===== src/rtl/strassen_result_drain_if.sv =====
// Result-write and element-stream bundle of the Strassen result drain.
// The slave modport is the drain itself; the master modport is its environment.
interface strassen_result_drain_if #(
    parameter int DATA_W = 16,
    parameter int CNT_W  = 8
);
    // Stream handshake: an element transfers on every rising edge where out_valid
    // and out_ready are both high; once raised, out_valid stays high and out_data/
    // out_idx stay stable until that transfer, and out_valid never depends on out_ready.
    logic              wr_en;
    logic              wr_sel;
    logic [DATA_W-1:0] wr_data0;
    logic [DATA_W-1:0] wr_data1;
    logic              out_valid;
    logic              out_ready;
    logic [DATA_W-1:0] out_data;
    logic [1:0]        out_idx;
    logic              out_last;
    logic              overflow;
    logic              proto_err;
    logic [CNT_W-1:0]  drop_cnt;
    logic              clear;
    logic [1:0]        fill_state;

    modport master (
        output wr_en, wr_sel, wr_data0, wr_data1, out_ready, clear,
        input  out_valid, out_data, out_idx, out_last, overflow, proto_err,
               drop_cnt, fill_state
    );

    modport slave (
        input  wr_en, wr_sel, wr_data0, wr_data1, out_ready, clear,
        output out_valid, out_data, out_idx, out_last, overflow, proto_err,
               drop_cnt, fill_state
    );
endinterface


===== src/rtl/strassen_result_drain.sv =====
// Captures Strassen result pairs into two ping-pong banks and streams C11..C22
// row-major over a valid/ready port; frames arriving with both banks full are dropped.
module strassen_result_drain #(
    parameter int DATA_W = 16,
    parameter int CNT_W  = 8
) (
    input logic                    clk,
    input logic                    rst_n,
    strassen_result_drain_if.slave bus
);
    typedef enum logic [1:0] {WAIT_LO = 2'd0, WAIT_HI = 2'd1, DROP_HI = 2'd2} fill_e;
    typedef enum logic [1:0] {B_EMPTY = 2'd0, B_FILLING = 2'd1, B_FULL = 2'd2} bank_e;

    fill_e             fill_q, fill_d;
    logic              fill_bank_q, fill_bank_d;
    bank_e             bank_q [2];
    bank_e             bank_d [2];
    logic [DATA_W-1:0] mem_q  [2][4];
    logic              rd_ptr_q, rd_ptr_d;
    logic [1:0]        idx_q, idx_d;
    logic              overflow_q, overflow_d;
    logic              proto_q, proto_d;
    logic [CNT_W-1:0]  cnt_q, cnt_d;

    logic lo_free, lo_bank, wr_bank;
    logic do_lo, do_hi, do_drop, do_proto;
    logic valid, fire, last_fire;

    // Bank choice looks only at registered status, so a bank emptied on this edge is not reused yet.
    assign lo_free = (bank_q[0] != B_FULL) || (bank_q[1] != B_FULL);
    assign lo_bank = (bank_q[0] == B_FULL);
    assign wr_bank = (fill_q == WAIT_HI) ? fill_bank_q : lo_bank;

    // Fill FSM: state register
    always_ff @(posedge clk or negedge rst_n) begin
        if (!rst_n) begin
            fill_q      <= WAIT_LO;
            fill_bank_q <= 1'b0;
        end else begin
            fill_q      <= fill_d;
            fill_bank_q <= fill_bank_d;
        end
    end

    // Fill FSM: next state
    always_comb begin
        fill_d = fill_q;
        if (bus.wr_en) begin
            case (fill_q)
                WAIT_LO: if (!bus.wr_sel) fill_d = lo_free ? WAIT_HI : DROP_HI;
                WAIT_HI: if (bus.wr_sel)  fill_d = WAIT_LO;
                DROP_HI: begin
                    if (bus.wr_sel) fill_d = WAIT_LO;
                    else            fill_d = lo_free ? WAIT_HI : DROP_HI;
                end
                default: fill_d = WAIT_LO;
            endcase
        end
    end

    // Fill FSM: actions
    always_comb begin
        do_lo    = 1'b0;
        do_hi    = 1'b0;
        do_drop  = 1'b0;
        do_proto = 1'b0;
        if (bus.wr_en) begin
            case (fill_q)
                WAIT_LO: begin
                    if (bus.wr_sel)   do_proto = 1'b1;
                    else if (lo_free) do_lo    = 1'b1;
                    else              do_drop  = 1'b1;
                end
                WAIT_HI: begin
                    if (bus.wr_sel) do_hi = 1'b1;
                    else            do_lo = 1'b1;
                end
                DROP_HI: begin
                    if (!bus.wr_sel) begin
                        if (lo_free) do_lo   = 1'b1;
                        else         do_drop = 1'b1;
                    end
                end
                default: ;
            endcase
        end
        fill_bank_d = do_lo ? wr_bank : fill_bank_q;
    end

    assign valid     = (bank_q[rd_ptr_q] == B_FULL);
    assign fire      = valid && bus.out_ready;
    assign last_fire = fire && (idx_q == 2'd3);

    always_comb begin
        bank_d   = bank_q;
        rd_ptr_d = rd_ptr_q;
        idx_d    = idx_q;
        if (fire) idx_d = last_fire ? 2'd0 : idx_q + 2'd1;
        if (last_fire) begin
            bank_d[rd_ptr_q] = B_EMPTY;
            rd_ptr_d         = ~rd_ptr_q;
        end
        if (do_lo) bank_d[wr_bank] = B_FILLING;
        if (do_hi) begin
            bank_d[wr_bank] = B_FULL;
            // With no older frame left queued, the newly completed bank is next to drain.
            if (bank_d[~wr_bank] != B_FULL) rd_ptr_d = wr_bank;
        end

        overflow_d = bus.clear ? 1'b0 : overflow_q;
        proto_d    = bus.clear ? 1'b0 : proto_q;
        cnt_d      = bus.clear ? '0 : cnt_q;
        if (do_proto) proto_d = 1'b1;
        if (do_drop) begin
            overflow_d = 1'b1;
            if (cnt_d != {CNT_W{1'b1}}) cnt_d = cnt_d + CNT_W'(1);
        end
    end

    always_ff @(posedge clk or negedge rst_n) begin
        if (!rst_n) begin
            bank_q[0]  <= B_EMPTY;
            bank_q[1]  <= B_EMPTY;
            rd_ptr_q   <= 1'b0;
            idx_q      <= 2'd0;
            overflow_q <= 1'b0;
            proto_q    <= 1'b0;
            cnt_q      <= '0;
            for (int b = 0; b < 2; b++) begin
                for (int e = 0; e < 4; e++) mem_q[b][e] <= '0;
            end
        end else begin
            bank_q     <= bank_d;
            rd_ptr_q   <= rd_ptr_d;
            idx_q      <= idx_d;
            overflow_q <= overflow_d;
            proto_q    <= proto_d;
            cnt_q      <= cnt_d;
            if (do_lo) begin
                mem_q[wr_bank][1] <= bus.wr_data0;
                mem_q[wr_bank][2] <= bus.wr_data1;
            end
            if (do_hi) begin
                mem_q[wr_bank][0] <= bus.wr_data0;
                mem_q[wr_bank][3] <= bus.wr_data1;
            end
        end
    end

    assign bus.out_valid  = valid;
    assign bus.out_data   = valid ? mem_q[rd_ptr_q][idx_q] : '0;
    assign bus.out_idx    = idx_q;
    assign bus.out_last   = valid && (idx_q == 2'd3);
    assign bus.overflow   = overflow_q;
    assign bus.proto_err  = proto_q;
    assign bus.drop_cnt   = cnt_q;
    assign bus.fill_state = fill_q;
endmodule


===== src/flat_wrapper.sv =====
// flat-port wrapper written by rule: the top's interface ports become plain ports
module strassen_result_drain_flat 
#(
    parameter int DATA_W = 16,
    parameter int CNT_W  = 8
)
  (clk, rst_n, bus_wr_en, bus_wr_sel, bus_wr_data0, bus_wr_data1, bus_out_ready, bus_clear, bus_out_valid, bus_out_data, bus_out_idx, bus_out_last, bus_overflow, bus_proto_err, bus_drop_cnt, bus_fill_state);
  strassen_result_drain_if #(.DATA_W(DATA_W), .CNT_W(CNT_W)) bus_i ();
  input logic clk;
  input logic rst_n;
  input wire logic [$bits(bus_i.wr_en)-1:0] bus_wr_en;
  input wire logic [$bits(bus_i.wr_sel)-1:0] bus_wr_sel;
  input wire logic [$bits(bus_i.wr_data0)-1:0] bus_wr_data0;
  input wire logic [$bits(bus_i.wr_data1)-1:0] bus_wr_data1;
  input wire logic [$bits(bus_i.out_ready)-1:0] bus_out_ready;
  input wire logic [$bits(bus_i.clear)-1:0] bus_clear;
  output wire logic [$bits(bus_i.out_valid)-1:0] bus_out_valid;
  output wire logic [$bits(bus_i.out_data)-1:0] bus_out_data;
  output wire logic [$bits(bus_i.out_idx)-1:0] bus_out_idx;
  output wire logic [$bits(bus_i.out_last)-1:0] bus_out_last;
  output wire logic [$bits(bus_i.overflow)-1:0] bus_overflow;
  output wire logic [$bits(bus_i.proto_err)-1:0] bus_proto_err;
  output wire logic [$bits(bus_i.drop_cnt)-1:0] bus_drop_cnt;
  output wire logic [$bits(bus_i.fill_state)-1:0] bus_fill_state;
  assign bus_i.wr_en = bus_wr_en;
  assign bus_i.wr_sel = bus_wr_sel;
  assign bus_i.wr_data0 = bus_wr_data0;
  assign bus_i.wr_data1 = bus_wr_data1;
  assign bus_i.out_ready = bus_out_ready;
  assign bus_i.clear = bus_clear;
  assign bus_out_valid = bus_i.out_valid;
  assign bus_out_data = bus_i.out_data;
  assign bus_out_idx = bus_i.out_idx;
  assign bus_out_last = bus_i.out_last;
  assign bus_overflow = bus_i.overflow;
  assign bus_proto_err = bus_i.proto_err;
  assign bus_drop_cnt = bus_i.drop_cnt;
  assign bus_fill_state = bus_i.fill_state;
  strassen_result_drain #(.DATA_W(DATA_W), .CNT_W(CNT_W)) u_core (.clk(clk), .rst_n(rst_n), .bus(bus_i));
endmodule

===== config.mk =====
export PLATFORM = sky130hd
export DESIGN_NAME = strassen_result_drain_flat
export DESIGN_NICKNAME = d
export VERILOG_FILES = /design/src/rtl/strassen_result_drain_if.sv /design/src/rtl/strassen_result_drain.sv /design/src/flat_wrapper.sv
export SDC_FILE = /design/constraint.sdc
export NUM_CORES = 1
export LEC_CHECK = 0
export BUFFER_PORTS_ARGS = -buffer_cell sky130_fd_sc_hd__buf_2
export CAP_MARGIN = 15
export CORE_MARGIN = 5
export CORE_UTILIZATION = 54
export DETAILED_ROUTE_END_ITERATION = 6
export PLACE_DENSITY = 0.8
export SYNTH_ARGS = -nofsm -noshare
export SYNTH_HDL_FRONTEND = slang
export SYNTH_SLANG_ARGS = --single-unit

===== constraint.sdc =====
create_clock -name clk -period 4.56 [get_ports clk]
set_clock_uncertainty 0.15 [all_clocks]
set_input_delay 1.14 -clock clk [delete_from_list [all_inputs] [get_ports clk]]
set_output_delay 1.14 -clock clk [all_outputs]
set_load 0.05 [all_outputs]

# After elaboration in Yosys (flattened, before gate mapping)
# Cells that the tools add are included.
[classes]
n_addsub = 2
mul = 0
div = 0
magnitude_cmp = 6
n_eq_ne = 11
shift = 0
n_mux = 64
n_bitwise = 14
n_reduce_logical = 11
[ops]
columns = ["operator", "count"]
rows = [
  ["$bwmux W128", 4],
  ["$demux W64 S1", 4],
  ["$mux W128", 2],
  ["$mux W64", 4],
  ["$mux W16", 4],
  ["$mux W48", 1],
  ["$bmux W16 S2", 1],
  ["$mux W32", 1],
  ["$mux W2", 13],
  ["$mux W8", 3],
  ["$mux W1", 20],
  ["$mux W4", 3],
  ["$ne A2 B2 Y1 const B", 5],
  ["$add A8 B1 Y8 const B", 1],
  ["$eq A2 B2 Y1 const B", 4],
  ["$ne A8 B8 Y1 const B", 1],
  ["$ge A2 B2 Y1 const B", 3],
  ["$not A1 Y2", 3],
  ["$pmux W2 S3", 1],
  ["$logic_and A1 B1 Y1", 5],
  ["$and A2 B2 Y2", 2],
  ["$and A4 B4 Y4", 1],
  ["$demux W2 S1", 2],
  ["$lt A2 B1 Y1 const B", 2],
  ["other kinds (14)", 18],
]
[word_totals]
regBits = 148
latch_bits = 0
ramBits = 0
mem_bits_ro = 0
inputBits = 38
elab_cells = 125
mem_count = 0

# Depth between registers and ports, before layout
[depth]
ltp_word = 17
depth_mapped = 7
mapped_depth_nobuf = 6

# Worst setup path after synthesis
# Ideal clock, no wire load.
[synth_timing]
path_type = "register to output"
from = "register u_core.idx_q[0], in the netlist u_core.bus.out_idx[0]"
to = "output port bus_out_data[3]"
arrival_ns = 2.236
slack_ns = 1.034
path_stages_with_launch = 6
n_path_buf = 2
cell_sequence = "dfrtp_1 clkbuf_1 clkbuf_1 mux4_2 mux2i_1 nor2_1"
[synth_via]
elab_chain_len = 5
[synth_lines]
columns = ["element", "line_no", "rtl"]
rows = [
  ["from (decl)", "strassen_result_drain.sv:20", "logic [1:0] idx_q, idx_d;"],
  ["from (signal assigned)", "strassen_result_drain.sv:135", "idx_q <= idx_d;"],
  ["$not A2 Y3 (not written as such)", "strassen_result_drain.sv:151", "assign bus.out_data = valid ? mem_q[rd_ptr_q][idx_q] : '0;"],
  ["$bmux W16 S2", "strassen_result_drain.sv:151", ""],
  ["$mux W16 (not written as such) (2 in series)", "strassen_result_drain.sv:151", ""],
  ["$mux W16", "strassen_result_drain.sv:151", ""],
  ["to (decl)", "flat_wrapper.sv:18", "output wire logic [$bits(bus_i.out_data)-1:0] bus_out_data;"],
]
# No other way between the ends. The select of a mux whose other input is x is not followed.

# Final worst setup path
[layout_timing]
from = "register u_core.rd_ptr_q"
to = "output port bus_out_last"
[layout_via]
elab_chain_len = 6
[layout_lines]
columns = ["element", "line_no", "rtl"]
rows = [
  ["from (decl)", "strassen_result_drain.sv:19", "logic rd_ptr_q, rd_ptr_d;"],
  ["from (signal assigned)", "strassen_result_drain.sv:134", "rd_ptr_q <= rd_ptr_d;"],
  ["$not A1 Y2 (not written as such)", "strassen_result_drain.sv:90", "assign valid = (bank_q[rd_ptr_q] == B_FULL);"],
  ["$mux W2 (not written as such) (3 in series)", "strassen_result_drain.sv:90", ""],
  ["$eq A2 B2 Y1", "strassen_result_drain.sv:90", ""],
  ["$logic_and A1 B1 Y1", "strassen_result_drain.sv:153", "assign bus.out_last = valid && (idx_q == 2'd3);"],
  ["to (decl)", "flat_wrapper.sv:20", "output wire logic [$bits(bus_i.out_last)-1:0] bus_out_last;"],
]
# No other way between the ends. The select of a mux whose other input is x is not followed.

==> impl_results.md <==
- Status: finished clean
- Max Clk Rate: roughly 270 MHz
- Peak supply drop: 0.262 mV
- Residual DRC: 0
- Crit path DAT: 2460 ps
- Async set or reset register ratio after synthesis: 100%
- CTS Buf Count: 17
- Detailed Route WL: ~15000 um
- Max-slew violation count: 0
- Distinct cells, synth: 53
- Core Area: 12700 sq um
- Final core occ: 64.1%
- Hold Fails Final Rpt: 0
- Pleak: 3.67 nW
- Clk_lat worst skew: about 420 ps
- Vias: 4181
- Root buf cell: clkbuf_16
- Non-Filler Instances: 718
- Maximum fanout along the worst path: 12
- Final Setup Violations: 0
- Fraction of layout cells with a size suffix above 1: 52.7%
- Total setup buffers inserted after CTS: 0
- Syn_nets: 501
- Sequential-to-total area share from yosys stat: between 50% and 60%
- Unrepaired setup endpoints after global routing: no
- Post-Synthesis Cell Area: 7040 sq um
- Post-DP HPWL: roughly 9600 um
- Max cap viols: 0
- CP cell instances: buf_4, a21oi_2, buf_4, inv_1, and2_1, buf_2
- Element type at the critical path end: primary output
- Vias in the first global route: approximately 4600
- Min-delay worst type: reg -> reg
- Cts repair resizes: 0
- Inserted Diodes: 0
- Via density: 5.82
- Row count: 41
- CTS Buffer Depth: 2
- Ys Warns: 0
- Synthesized flop and latch total: roughly 150
- CTS tree: yes
- DR iter-0 viols: 250
- Fin nets: 573
- Placed insts: a little under 700
- Number of top-level pins: 70
- # clock sinks: 148
- Final period utilization: between 80 and 90%
- Die area: 15400 sq um
- Type of element launching the critical path: register
- Critical Setup Path Class: reg -> out
- Routed len/inst: 21.0 um
- Cts hold-fix bufs: 0
- Drt first pass iters: 4
- Largest net degree at the start of global routing: 109
- ANT nets after route: 0
- Final setup TNS: 0 ps
- Tightest Pin Transition: 971 ps
- Syn Inst Count: about 460
- CP max stage cell: dfrtp_2
- Power Density: just over 700 nW/um^2
- Most Frequent Cell on Critical Path: buf_4
- Bufs and invs on worst path: 4
- Worst EP required: 3270 ps
- Synth Flop Type: dfrtp_1
- Post-synth EDFFs: 0
- I/O Buffers: 69
- Min Tclk post-route: 3750 ps
- Slew headroom: 35.3%
- CP top delay family: buffers and inverters
- Filler instances: 949
- First-pass GRT wire length: 24700 um
- Initial antenna violation count: 2
- Total gr overflow: 0
- RePlAce Congestion: 0.798
- Chip height: 124 um
- H-tree depth: 4
- Slowest stage delay, CP: 530 ps
- Clk slew on worst S/H paths: 60 ps
- GRT Resource Usage Total: 21.5%
- P&R area growth vs syn: 15.9%
- Syn Area/Cell: 15.3 sq um
- Starting Density: 55.3%
- DIE WIDTH: 124 um
## where the power goes
part	leakage [nW]	internal, mW	switching (mW)	total, mW
Combinational	1.58	1.18	0.977	2.15
Clock	0.306	0.931	0.531	1.46
Sequential	1.79	1.91	0.367	2.28
## synth_stat cells (5+ instances only)
master / n / share of area [%]
nand3_1: 5 / 0.36
dfrtp_1: 148 / 53
clkbuf_1: 7 / 0.37
buf_4: 6 / 0.64
nand2_1: 8 / 0.43
inv_1: 9 / 0.48
mux2_4: 28 / 6.0
nor2b_1: 6 / 0.53
mux2i_1: 18 / 2.6
mux4_2: 32 / 10
mux2_2: 101 / 16
buf_2: 9 / 0.64
nor2_1: 24 / 1.3
## per-layer routing
metal  vias up  part of all wire (%)  global-route usage [%]
met4         4                   1.6                    7.87
li1       1845                     -                       -
met5         -                  0.14                       0
met3        25                   6.0                    5.86
met2       118                    49                    33.6
met1      2189                    43                    29.2
## per-stage QoR
step / instance area, sq um / hold slack, ps / power [mW] / setup WS (ps)
2_1_floorplan: 7040 / 309 / 3.91 / 1030
3_3_place_gp: 7540 / 318 / 4.31 / 1280
3_5_place_dp: 7540 / 336 / 4.42 / 1280
4_1_cts: 8160 / 351 / 5.92 / 778
5_1_grt: 8160 / 367 / 6.20 / 633
6_report: 8160 / 352 / 5.89 / 815
## placed cells by master (no fill, tap or decap), types with 3 or more instances in the layout
cell type and instances:
a21oi_1 4, buf_2 68, buf_4 10, bufinv_16 3, clkbuf_16 17, clkbuf_8 5, clkinv_2 3, dfrtp_1 147
inv_1 9, mux2_2 101, mux2_4 28, mux2i_1 18, mux4_2 32, nand2_1 8, nand2b_1 4, nand3_1 5
nor2_1 24, nor2b_1 6, o21ai_0 4
## logic make-up after synthesis
group,share of synthesized area [%]
AO/OA/AOI/OAI,2.95
XOR/XNOR,0.124
adder cells (fa/ha/maj),0.356
buffers and inverters,2.83
flip-flops,52.6
multiplexers,35.3
AND/OR/NAND/NOR,5.85
## registers in the layout, indices dropped and copies added, names as in the netlist
signal                 flops
u_core.fill_bank_q         1
u_core.bus.drop_cnt        8
u_core.bus.proto_err       1
u_core.mem_q             128
u_core.bus.out_idx         2
u_core.rd_ptr_q            1
u_core.bank_q              4
u_core.bus.overflow        1
u_core.bus.fill_state      2
## worst reg2reg max path, stage by stage, from the launching register on
cell     delay, ps
dfrtp_1        480
nor2b_1        230
nand4_2        760
buf_4          510
mux2_2         300
## cell type report
type / instances / area [sq um] / area share (%)
clock buffers: 24 / 502 / 6.15
flip-flops and latches: 148 / 3700 / 45.4
inverters: 9 / 33.8 / 0.414
repair buffers: 80 / 447 / 5.47
multi-input cells: 277 / 3140 / 38.4
clock inverters: 8 / 121 / 1.49
well taps: 172 / 215 / 2.64
## path summary, 6_finish.rpt
kind                       cells past startpoint  slack, ps                startpoint                  endpoint
hold reg to reg                                1        350          u_core.mem_q[71]          u_core.mem_q[71]
hold / removal                                 1        350          u_core.mem_q[71]          u_core.mem_q[71]
max in group asynchronous                      2       2690                     rst_n  u_core.bus.fill_state[0]
min in group asynchronous                      1        670                     rst_n    u_core.bus.drop_cnt[0]
setup reg to reg                               4       2020  u_core.bus.fill_state[0]          u_core.mem_q[55]
setup / recovery                               6        810           u_core.rd_ptr_q              bus_out_last
Power figures use the tool's default switching activity.
